**src/rtl/mips_defs.sv**
```systemverilog
// mips_defs: fetch state encoding, address map and exception codes shared across the core.
package mips_defs;
  typedef enum logic [1:0] {BOOT = 2'd0, RUN = 2'd1, FAULT = 2'd2} fetch_state_e;
  localparam logic [31:0] RESET_PC = 32'h0000_3000;
  localparam logic [31:0] HANDLER_PC = 32'h0000_4180;
  localparam logic [31:0] IM_BASE = 32'h0000_3000;
  localparam logic [31:0] IM_LAST = 32'h0000_4FFC;
  localparam logic [4:0] EXC_ADEL = 5'd4;
  function automatic logic is_legal(input logic [31:0] a);
    return a[1:0] == 2'b00 && a >= IM_BASE && a <= IM_LAST;
  endfunction
endpackage

```
**src/rtl/fetch_ctrl_npc_sel.sv**
```systemverilog
// npc_sel: priority mux choosing the next fetch address.
module npc_sel
  import mips_defs::*;
(
  input  fetch_state_e state,
  input  logic         legal,
  input  logic         stall,
  input  logic         br_taken,
  input  logic         exc_req,
  input  logic         eret,
  input  logic [31:0]  pc,
  input  logic [31:0]  br_target,
  input  logic [31:0]  epc,
  output logic [31:0]  npc
);
  logic hold;
  always_comb begin
    hold = state != RUN || !legal || stall;
    npc = exc_req ? HANDLER_PC :
          (eret && state != BOOT) ? epc :
          hold ? pc :
          br_taken ? br_target : pc + 32'd4;
  end
endmodule

```
**src/rtl/fetch_ctrl.sv**
```systemverilog
// fetch_ctrl: IF-stage PC sequencer with redirect, exception entry, eret and AdEL fault parking.
module fetch_ctrl
  import mips_defs::*;
(
  input  logic        clk,
  input  logic        reset,
  input  logic        stall,
  input  logic        br_taken,
  input  logic [31:0] br_target,
  input  logic        exc_req,
  input  logic        eret,
  input  logic [31:0] epc,
  output logic [31:0] pc,
  output logic        if_valid,
  output logic        if_adel,
  output logic [31:0] fetch_cnt
);
  fetch_state_e state, state_n;
  logic legal, cnt_en;
  logic [31:0] npc;
  npc_sel u_npc_sel (
    .state(state), .legal(legal), .stall(stall), .br_taken(br_taken),
    .exc_req(exc_req), .eret(eret), .pc(pc), .br_target(br_target),
    .epc(epc), .npc(npc)
  );
  always_comb begin
    legal = is_legal(pc);
    state_n = (exc_req || state == BOOT || eret) ? RUN :
              (state == RUN && !legal) ? FAULT : state;
    cnt_en = state == RUN && legal && !stall && !exc_req && !eret;
    if_valid = reset && state == RUN && legal;
    if_adel = reset && (state == FAULT || (state == RUN && !legal));
  end
  always_ff @(posedge clk) begin
    if (!reset) begin
      pc <= RESET_PC;
      state <= BOOT;
      fetch_cnt <= '0;
    end else begin
      pc <= npc;
      state <= state_n;
      if (cnt_en) fetch_cnt <= fetch_cnt + 32'd1;
    end
  end
endmodule
```
**config.mk**
```make
export PLATFORM = sky130hd
export DESIGN_NAME = fetch_ctrl
export DESIGN_NICKNAME = d
export VERILOG_FILES = /design/src/rtl/mips_defs.sv /design/src/rtl/fetch_ctrl_npc_sel.sv /design/src/rtl/fetch_ctrl.sv
export SDC_FILE = /design/constraint.sdc
export NUM_CORES = 1
export LEC_CHECK = 0
export ABC_AREA = 1
export CAP_MARGIN = 20
export CORE_AREA = 2 2 140 142
export CTS_BUF_LIST = sky130_fd_sc_hd__clkbuf_4 sky130_fd_sc_hd__clkbuf_8
export DETAILED_ROUTE_END_ITERATION = 10
export DIE_AREA = 0 0 142 144
export HOLD_SLACK_MARGIN = 0.1
export PLACE_DENSITY = 0.59
export SLEW_MARGIN = 10
export SYNTH_ARGS = -nofsm -noshare
export SYNTH_HDL_FRONTEND = slang
export SYNTH_SLANG_ARGS = --single-unit
```
**constraint.sdc**
```tcl
create_clock -name clk -period 3.76 [get_ports clk]
set_input_delay 0.564 -clock clk [delete_from_list [all_inputs] [get_ports clk]]
set_output_delay 0.564 -clock clk [all_outputs]
set_load 0.02 [all_outputs]
```
Word-level counts from Yosys, hierarchy flattened
Cells that the tools add are included.

storage, ports and cells
  output and inout port bits = 66
  flip-flop bits (word level) = 66
  word-level logic and storage cells = 47

cells by class
  mux-type cells = 6
  bitwise operators = 1
  order comparisons = 2
  equal/unequal tests = 5
  add/subtract/negate cells = 2
  reduce and logical (&&, ||, !) cells = 26

operators by type and width
  kind                                                                                count
  32-bit two-way mux                                                                  3
  32-bit by 1-bit adder with 32-bit output, second input constant                     1
  32-bit by 3-bit adder with 32-bit output, second input constant                     1
  32-bit by 14-bit >= comparator with 1-bit output, second input constant             1
  32-bit by 15-bit less-or-equal comparator with 1-bit output, second input constant  1
  15-bit two-way mux                                                                  1
  1-bit logical AND                                                                   11
  1-bit logical OR                                                                    5
  1-bit logical NOT                                                                   4
  2-bit logical NOT                                                                   2
  2-bit nonzero test                                                                  2
  2-bit OR reduction                                                                  2
  3-bit != test, second input constant                                                1
  2-bit by 1-bit == test with 1-bit output, second input constant                     1
  2-bit == test, second input constant                                                1
  1-bit two-way mux                                                                   2
  2-bit by 1-bit != test with 1-bit output, second input constant                     1
  2-bit != test, second input constant                                                1
  1-bit inverter                                                                      1

Longest topological paths before layout
Gate-level depths: netlist of the first run.

  word-level depth = 9
  mapped depth = 14
  depth with buffers taken out = 14

Hierarchy
From an unflattened synthesis of the first run, not the netlist that was laid out.

unflattened totals
  cells, all modules = 867
  area, all modules = 5032.3 µm²

modules (own cells, without submodules)
  module      instances  cells an instance  seq. area each (µm²)  area each (µm²)
  fetch_ctrl  1          451                1321.3                2945.3
  npc_sel     1          416                0.0                   2087.0

Worst setup path after synthesis of the first run
OpenSTA, ideal clock, no wires.

  path type = reg-to-output
  from = register pc[2]
  to = output if_adel
  data arrival time = 1.863 ns
  setup slack = 1.333 ns
  stages on the path, launching flop included = 12
  buffers on the path = 0
  cells stage by stage = dfxtp_1 > ha_1 > nand2_1 > nor2_2 > nand2_1 > nand2_1 > nand2_2 > nand2_1 > nand2_1 > inv_1 > o21ai_0 > a21oi_1

on the way
  cells in the longest elaborated chain, start to end = 7
  elaborated cells on any way between the ends = 8
  those cells by class = order compare (2); reduce/logical (6)

RTL lines
  element                                           RTL line          source
  start: declaration                                fetch_ctrl.sv:13  output logic [31:0] pc,
  start signal: assignment                          fetch_ctrl.sv:40  pc <= npc;
  32-bit by 14-bit >= comparator with 1-bit output  mips_defs.sv:10   return a[1:0] == 2'b00 && a >= IM_BASE && a <= IM_LAST;
  1-bit logical AND                                 mips_defs.sv:10
  1-bit logical AND *                               mips_defs.sv:10
  1-bit logical NOT *                               fetch_ctrl.sv:32  if_adel = reset && (state == FAULT || (state == RUN && !legal));
  1-bit logical AND *                               fetch_ctrl.sv:32
  1-bit logical OR *                                fetch_ctrl.sv:32
  1-bit logical AND *                               fetch_ctrl.sv:32
  end: declaration                                  fetch_ctrl.sv:15  output logic if_adel,

Every way passes the cells marked *; elsewhere a longest branch is shown, timed or not.

Final worst setup path of the first run
Ends and elaborated chain as after synthesis.

==> results of run 1 <==
## metal layers
| layer | vias up | GRT usage |
|---|---|---|
| met4 | 0 | 0.0626 |
| met5 | - | 0 |
| met3 | 28 | 0.0490 |
| met2 | 194 | 0.292 |
| li1 | 2784 | - |
| met1 | 2481 | 0.220 |
## worst max-delay path: cells and delay by family, from the launching register on
kind                     cells  cell delay, ns
AND/OR/NAND/NOR              7            0.76
buffers and inverters        2            0.70
flip-flops                   1            0.45
AO/OA/AOI/OAI                2            0.27
adder cells (fa/ha/maj)      1            0.22
## synth_stat cells, drive strengths merged, types with 4 or more instances
cell type | count | share of area
clkbuf | 15 | 0.012
o211ai | 11 | 0.018
nor3 | 21 | 0.024
xor2 | 6 | 0.011
o21ai | 62 | 0.067
a31oi | 8 | 0.011
nand4 | 18 | 0.028
nor2 | 129 | 0.12
nand2 | 179 | 0.15
nor4 | 6 | 0.0094
buf | 15 | 0.027
o21bai | 4 | 0.0065
a21oi | 54 | 0.058
dfxtp | 66 | 0.28
inv | 91 | 0.074
nand3 | 67 | 0.074
or2 | 5 | 0.0067
## registers in the layout, summed over array words and instances (netlist names), named ones only
signal	count
pc	30
state	2
fetch_cnt	32
## kinds of logic after synthesis
family	after synthesis	synth area share
AOI/OAI and AO/OA	144	0.170
xor gates and xnor gates	6	0.0113
adders and majority gates	3	0.00809
buffers and inverters	121	0.112
DFF	66	0.285
and+or+nand+nor	432	0.413
## area by class of cell
class,count,area (um^2),area share
multi-input cells,585,2810,0.436
repair buffers,146,1430,0.223
inverters,91,342,0.0531
flip-flops and latches,66,1320,0.205
diodes,1,2.50,0.000389
well taps,238,298,0.0463
clock inverters,4,73.8,0.0115
clock buffers,12,159,0.0247
## power groups by stage
stage	combinational [mW]	sequential (mW)	clock, mW
floorplan	0.210	0.779	0
global placement	0.404	0.766	0
finish	0.402	0.752	0.733
CTS	0.406	0.751	0.752
detailed placement	0.404	0.768	0
global route	0.446	0.757	0.778
## path summary, 6_finish.rpt
check	start	end	slack [ns]
max	pc[2]	if_adel	0.40
min	state[0]	state[0]	0.50
max reg2reg	pc[2]	pc[7]	1.24
min reg2reg	state[0]	state[0]	0.50
## cell usage in the layout (no fill, tap or decap), types with 8 or more instances in the layout
| cell | Yosys | layout |
|---|---|---|
| o211ai_1 | 11 | 11 |
| o21ai_1 | 23 | 23 |
| o21ai_0 | 39 | 39 |
| dfxtp_1 | 66 | 66 |
| a31oi_1 | 8 | 8 |
| buf_4 | 3 | 11 |
| a21oi_1 | 54 | 54 |
| nor3_1 | 20 | 20 |
| nand3_1 | 65 | 65 |
| inv_1 | 89 | 89 |
| clkdlybuf4s50_1 | 0 | 135 |
| nand2_1 | 177 | 177 |
| nand4_1 | 17 | 17 |
| nor2_1 | 119 | 118 |
| clkbuf_8 | 0 | 11 |
==> results.yml, run 1 <==
global_routing:
  grt_pass1_vias: 5226
  antenna_found_initial: 1
  overflow: 0
  grt_first_pass_wirelength_um: 28000
  grt_max_degree: 49
  track_usage: 0.176
timing:
  max_freq_mhz: 298
  finalSetupTns_ns: 0
  post-route-min-period_ns: 3.36
  rsz0062_at_grt: "false"
  worst_slack_ns: 0.401
  max_slew_margin: 0.617
  hold_ws_ns: 0.496
  drv_slew: 0
  min_period_over_period: 0.893
  clock_skew_ns: 0.0100
  finalHoldViolations: 0
  tightestPinTransition_ns: 0.573
  setup_violations: 0
drt:
  dr.pass1.iters: 5
  drc_errors: 0
  drtAntennaViolNets: 0
  wl_met3_um: 1280
  routed-wl-met2_um: 8110
  drtIter0Drc: 331
  wl_per_cell_um: 15.4
  highest_layer: "met4"
  avgViaCountPerCell: 4.80
  vias: 5487
  drt-total-wl_um: 17600
  wl_met1_um: 7680
worst_setup_path:
  worst_path_largest_cell_delay_ns: 0.63
  path_common_cell: "nand2_1"
  crit_arrival_ns: 2.79
  slowest_stage: "clkdlybuf4s50_1"
  startpoint_type: "flip-flop"
  worstSetupEndpointType: "primary output"
  crit_type: "reg -> out"
  required_ns: 3.20
  worstPathCellList: "ha_1 -> nand2_1 -> nor2_2 -> nand2_1 -> nand2_1 -> nand2_2 -> nand2_1 -> nand2_1 -> inv_1 -> o21ai_0 -> a21oi_1 -> clkdlybuf4s50_1"
  r2r.worst_path.cells: 11
  path_max_fanout: 7
floorplan:
  rows: 51
  core_area_um2: 19100
  die_area_um2: 20400
  die_w_um: 142
  io_pins: 136
  start_util: 0.243
  die_h_um: 144
cts:
  clk_latency_ns: 0.37
  clk_pin_slew_worst_paths_ns: 0.08
  cts_resized: 0
  clock_sinks: 66
  cts_tree: "yes"
  postCtsSetupBuffers: 0
  numCtsBuffers: 9
  clockBufferDepth: 2
  cts-root-buf: "clkbuf_8"
  postCtsHoldBufs: 0
  cts-htree-levels: 3
layout:
  instances_no_fill: 1143
  fillCellCount: 2088
  final_area_um2: 6430
  final_layout_size_suffix_gt1_frac: 0.0586
  area_growth_pct: 38.7
  fin_nets: 972
  utilization: 0.337
yosys:
  syn_area_per_cell_um2: 6.01
  synth_area_um2: 4640
  syn-instance-count: 772
  ys_ff_latch: 66
  synth.distinct_cells: 38
  synth-edff-count: 0
  synth_seq_area_share: 0.285
  ys_warn_count: 0
  ys.flop_type: "dfxtp_1"
  synth_nets: 845
  async_flop_share: 0
placed_design:
  dp.cells: 1126
  place.gp.congestion: 0.915
  post-dp-hpwl_um: 13100
  dp_slack_ns: 0.764
  place.port_buffers: 135
  placed_cell_area_um2: 6200
power:
  power.total_mw: 1.89
  clkPwrFrac: 0.389
  p_seq_frac: 0.399
  leakagePower_nw: 2.43
  powerDensity_nw_per_um2: 293
  p_sw_frac: 0.305
  p_switching_uw: 575
  pwr-share-comb: 0.213
  peakVddDrop_v: 0.000153
  p_int_mw: 1.31
run_status:
  status: "finished clean"
flow_run:
  maxCapViolations: 0
min_path:
  min_path_type: "reg -> reg"
  hold_depth: 2
(Power assumes the default switching activity.)
==> inputs of run 2 (changes only) <==
--- a/config.mk
+++ b/config.mk
@@ -7,12 +7,12 @@
 export LEC_CHECK = 0
 export ABC_AREA = 1
 export CAP_MARGIN = 20
-export CORE_AREA = 2 2 140 142
+export CORE_AREA = 2 2 105 107
 export CTS_BUF_LIST = sky130_fd_sc_hd__clkbuf_4 sky130_fd_sc_hd__clkbuf_8
 export DETAILED_ROUTE_END_ITERATION = 10
-export DIE_AREA = 0 0 142 144
+export DIE_AREA = 0 0 107 109
 export HOLD_SLACK_MARGIN = 0.1
-export PLACE_DENSITY = 0.59
+export PLACE_DENSITY = 0.87
 export SLEW_MARGIN = 10
 export SYNTH_ARGS = -nofsm -noshare
 export SYNTH_HDL_FRONTEND = slang
==> run 2 against run 1 <==
Compared with the run above: non-clock buffer count is 5 lower; utilization is 25 points higher; maximum frequency is 0.39% lower; global-route usage is 8.7 points higher; die area is 43% lower; flip-flop and latch count stayed put; wire length is 14% lower; cell count is 9.1% lower; combinational power is 4% lower; register-to-register slack worse by 0.17 ns; critical endpoint unchanged; highest routed layer unchanged.
==> results.yml, run 2 (same netlist as run 1, synthesis figures left out) <==
worst_setup_path:
  r2r_end: "pc[31]"
  worst_path_largest_cell_delay_ns: 0.64
  required_ns: 3.20
  regToRegStartpoint: "pc[2]"
  crit_type: "reg -> out"
  worstPathCellList: "ha_1 -> nand2_1 -> nor2_2 -> nand2_1 -> nand2_1 -> nand2_2 -> nand2_1 -> nand2_1 -> inv_1 -> o21ai_0 -> a21oi_1 -> clkdlybuf4s50_1"
  worst-r2r-setup-slack_ns: 1.07
  r2r.worst_path.cells: 11
  worstSetupEndpointType: "primary output"
  crit_start: "pc[2]"
  startpoint_type: "flip-flop"
  slowest_stage: "clkdlybuf4s50_1"
  path_max_fanout: 7
  crit_path_end: "if_adel"
  crit_arrival_ns: 2.81
  path_common_cell: "nand2_1"
layout:
  diodes: 0
  top_regs: "fetch_cnt x32, pc x30, state x2"
  fin_nets: 967
  final_cell_mix: "nand2_1, clkdlybuf4s50_1, nor2_1"
  final_common_cell: "nand2_1"
  area_growth_pct: 35.2
  fillCellCount: 1008
  largest_register_ffs: 32
  final_layout_size_suffix_gt1_frac: 0.0534
  largest-register: "fetch_cnt"
power:
  leakagePower_nw: 2.40
  peakVddDrop_v: 0.000159
  powerDensity_nw_per_um2: 297
global_routing:
  track_usage: 0.264
  antenna_found_initial: 0
  overflow: 0
  grt_first_pass_wirelength_um: 24600
  grt_pass1_vias: 5205
  grt_max_degree: 49
timing:
  max_slew_margin: 0.475
  tightestPinTransition_ns: 0.785
  hold_ws_ns: 0.485
  rsz0062_at_grt: "false"
  post-route-min-period_ns: 3.37
  finalHoldViolations: 0
  clock_skew_ns: 0.0134
  min_period_over_period: 0.897
  drv_slew: 0
  setup_violations: 0
  max_freq_mhz: 297
  finalSetupTns_ns: 0
cts:
  clk_latency_ns: 0.36
  clock_sinks: 66
  cts-root-buf: "clkbuf_8"
  numCtsBuffers: 9
  postCtsSetupBuffers: 0
  cts-htree-levels: 3
  clockBufferDepth: 2
  postCtsHoldBufs: 0
  cts_tree: "yes"
  clk_pin_slew_worst_paths_ns: 0.09
  cts_resized: 0
floorplan:
  core_area_um2: 10600
  start_util: 0.438
  rows: 38
  die_w_um: 107
  die_area_um2: 11700
  die_h_um: 109
  io_pins: 136
drt:
  drt-total-wl_um: 15100
  wl_per_cell_um: 14.5
  drc_errors: 0
  drtIter0Drc: 413
  drtAntennaViolNets: 0
  vias: 5551
  avgViaCountPerCell: 5.34
  dr.pass1.iters: 5
placed_design:
  place.port_buffers: 135
  place.gp.congestion: 0.993
  post-dp-hpwl_um: 11100
min_path:
  min_path_type: "reg -> reg"
  worstHoldStart: "fetch_cnt[7]"
run_status:
  status: "finished clean"
flow_run:
  maxCapViolations: 0
run 2: cell types whose count changed in the layout (fill, tap and decap cells not counted), sizes merged:
cell and delta:
buf -5, clkbuf -1, clkinv -1, clkinvlp +1, diode -1, inv +1
run 2: critical path, delay by kind of cell, from the launching register on:
kind / cells / cell delay (ns)
DFF: 1 / 0.46
AOI/OAI and AO/OA: 2 / 0.30
adders and majority gates: 1 / 0.23
buffers and inverters: 2 / 0.72
and+or+nand+nor: 7 / 0.75
run 2: routing by layer:
layer  part of all wire  track usage  vias to the layer above
li1                   -            -                     2776
met5                  0            0                        -
met1               0.42        0.323                     2485
met4              0.036        0.118                        0
met2               0.46        0.444                      240
met3              0.087       0.0598                       50
run 2: through the flow:
stage	area (um^2)	setup WS, ns	utilization	std cells	power, mW
2_1_floorplan	4640	1.33	-	772	0.990
3_3_place_gp	6040	0.900	0.570	1023	1.15
3_5_place_dp	6040	0.802	0.570	1023	1.15
4_1_cts	6280	0.404	0.592	1039	1.87
5_1_grt	6280	0.204	0.592	1039	1.95
6_report	6280	0.388	0.592	1039	1.87
run 2: how the worst min path moves through the flow:
stage / to / depth (start not counted)
floorplan: state[0] / 2
global placement: fetch_cnt[7] / 2
detailed placement: fetch_cnt[7] / 2
CTS: fetch_cnt[7] / 2
global route: fetch_cnt[7] / 2
finish: fetch_cnt[7] / 2
run 2: layout make-up:
cell class / count / area (um^2) / share of cell area
Sequential cell: 66 / 1320 / 0.211
Inverter: 91 / 342 / 0.0544
Timing Repair Buffer: 141 / 1400 / 0.222
Multi-Input combinational cell: 585 / 2810 / 0.447
Tap cell: 140 / 175 / 0.0279
Clock buffer: 11 / 151 / 0.0241
Clock inverter: 5 / 85.1 / 0.0136
run 2: power breakdown:
| part | total [mW] | internal, mW | leakage (nW) | switching [mW] |
|---|---|---|---|---|
| logic | 0.385 | 0.172 | 1.74 | 0.213 |
| clock network | 0.724 | 0.413 | 0.116 | 0.310 |
| registers | 0.758 | 0.718 | 0.536 | 0.0395 |
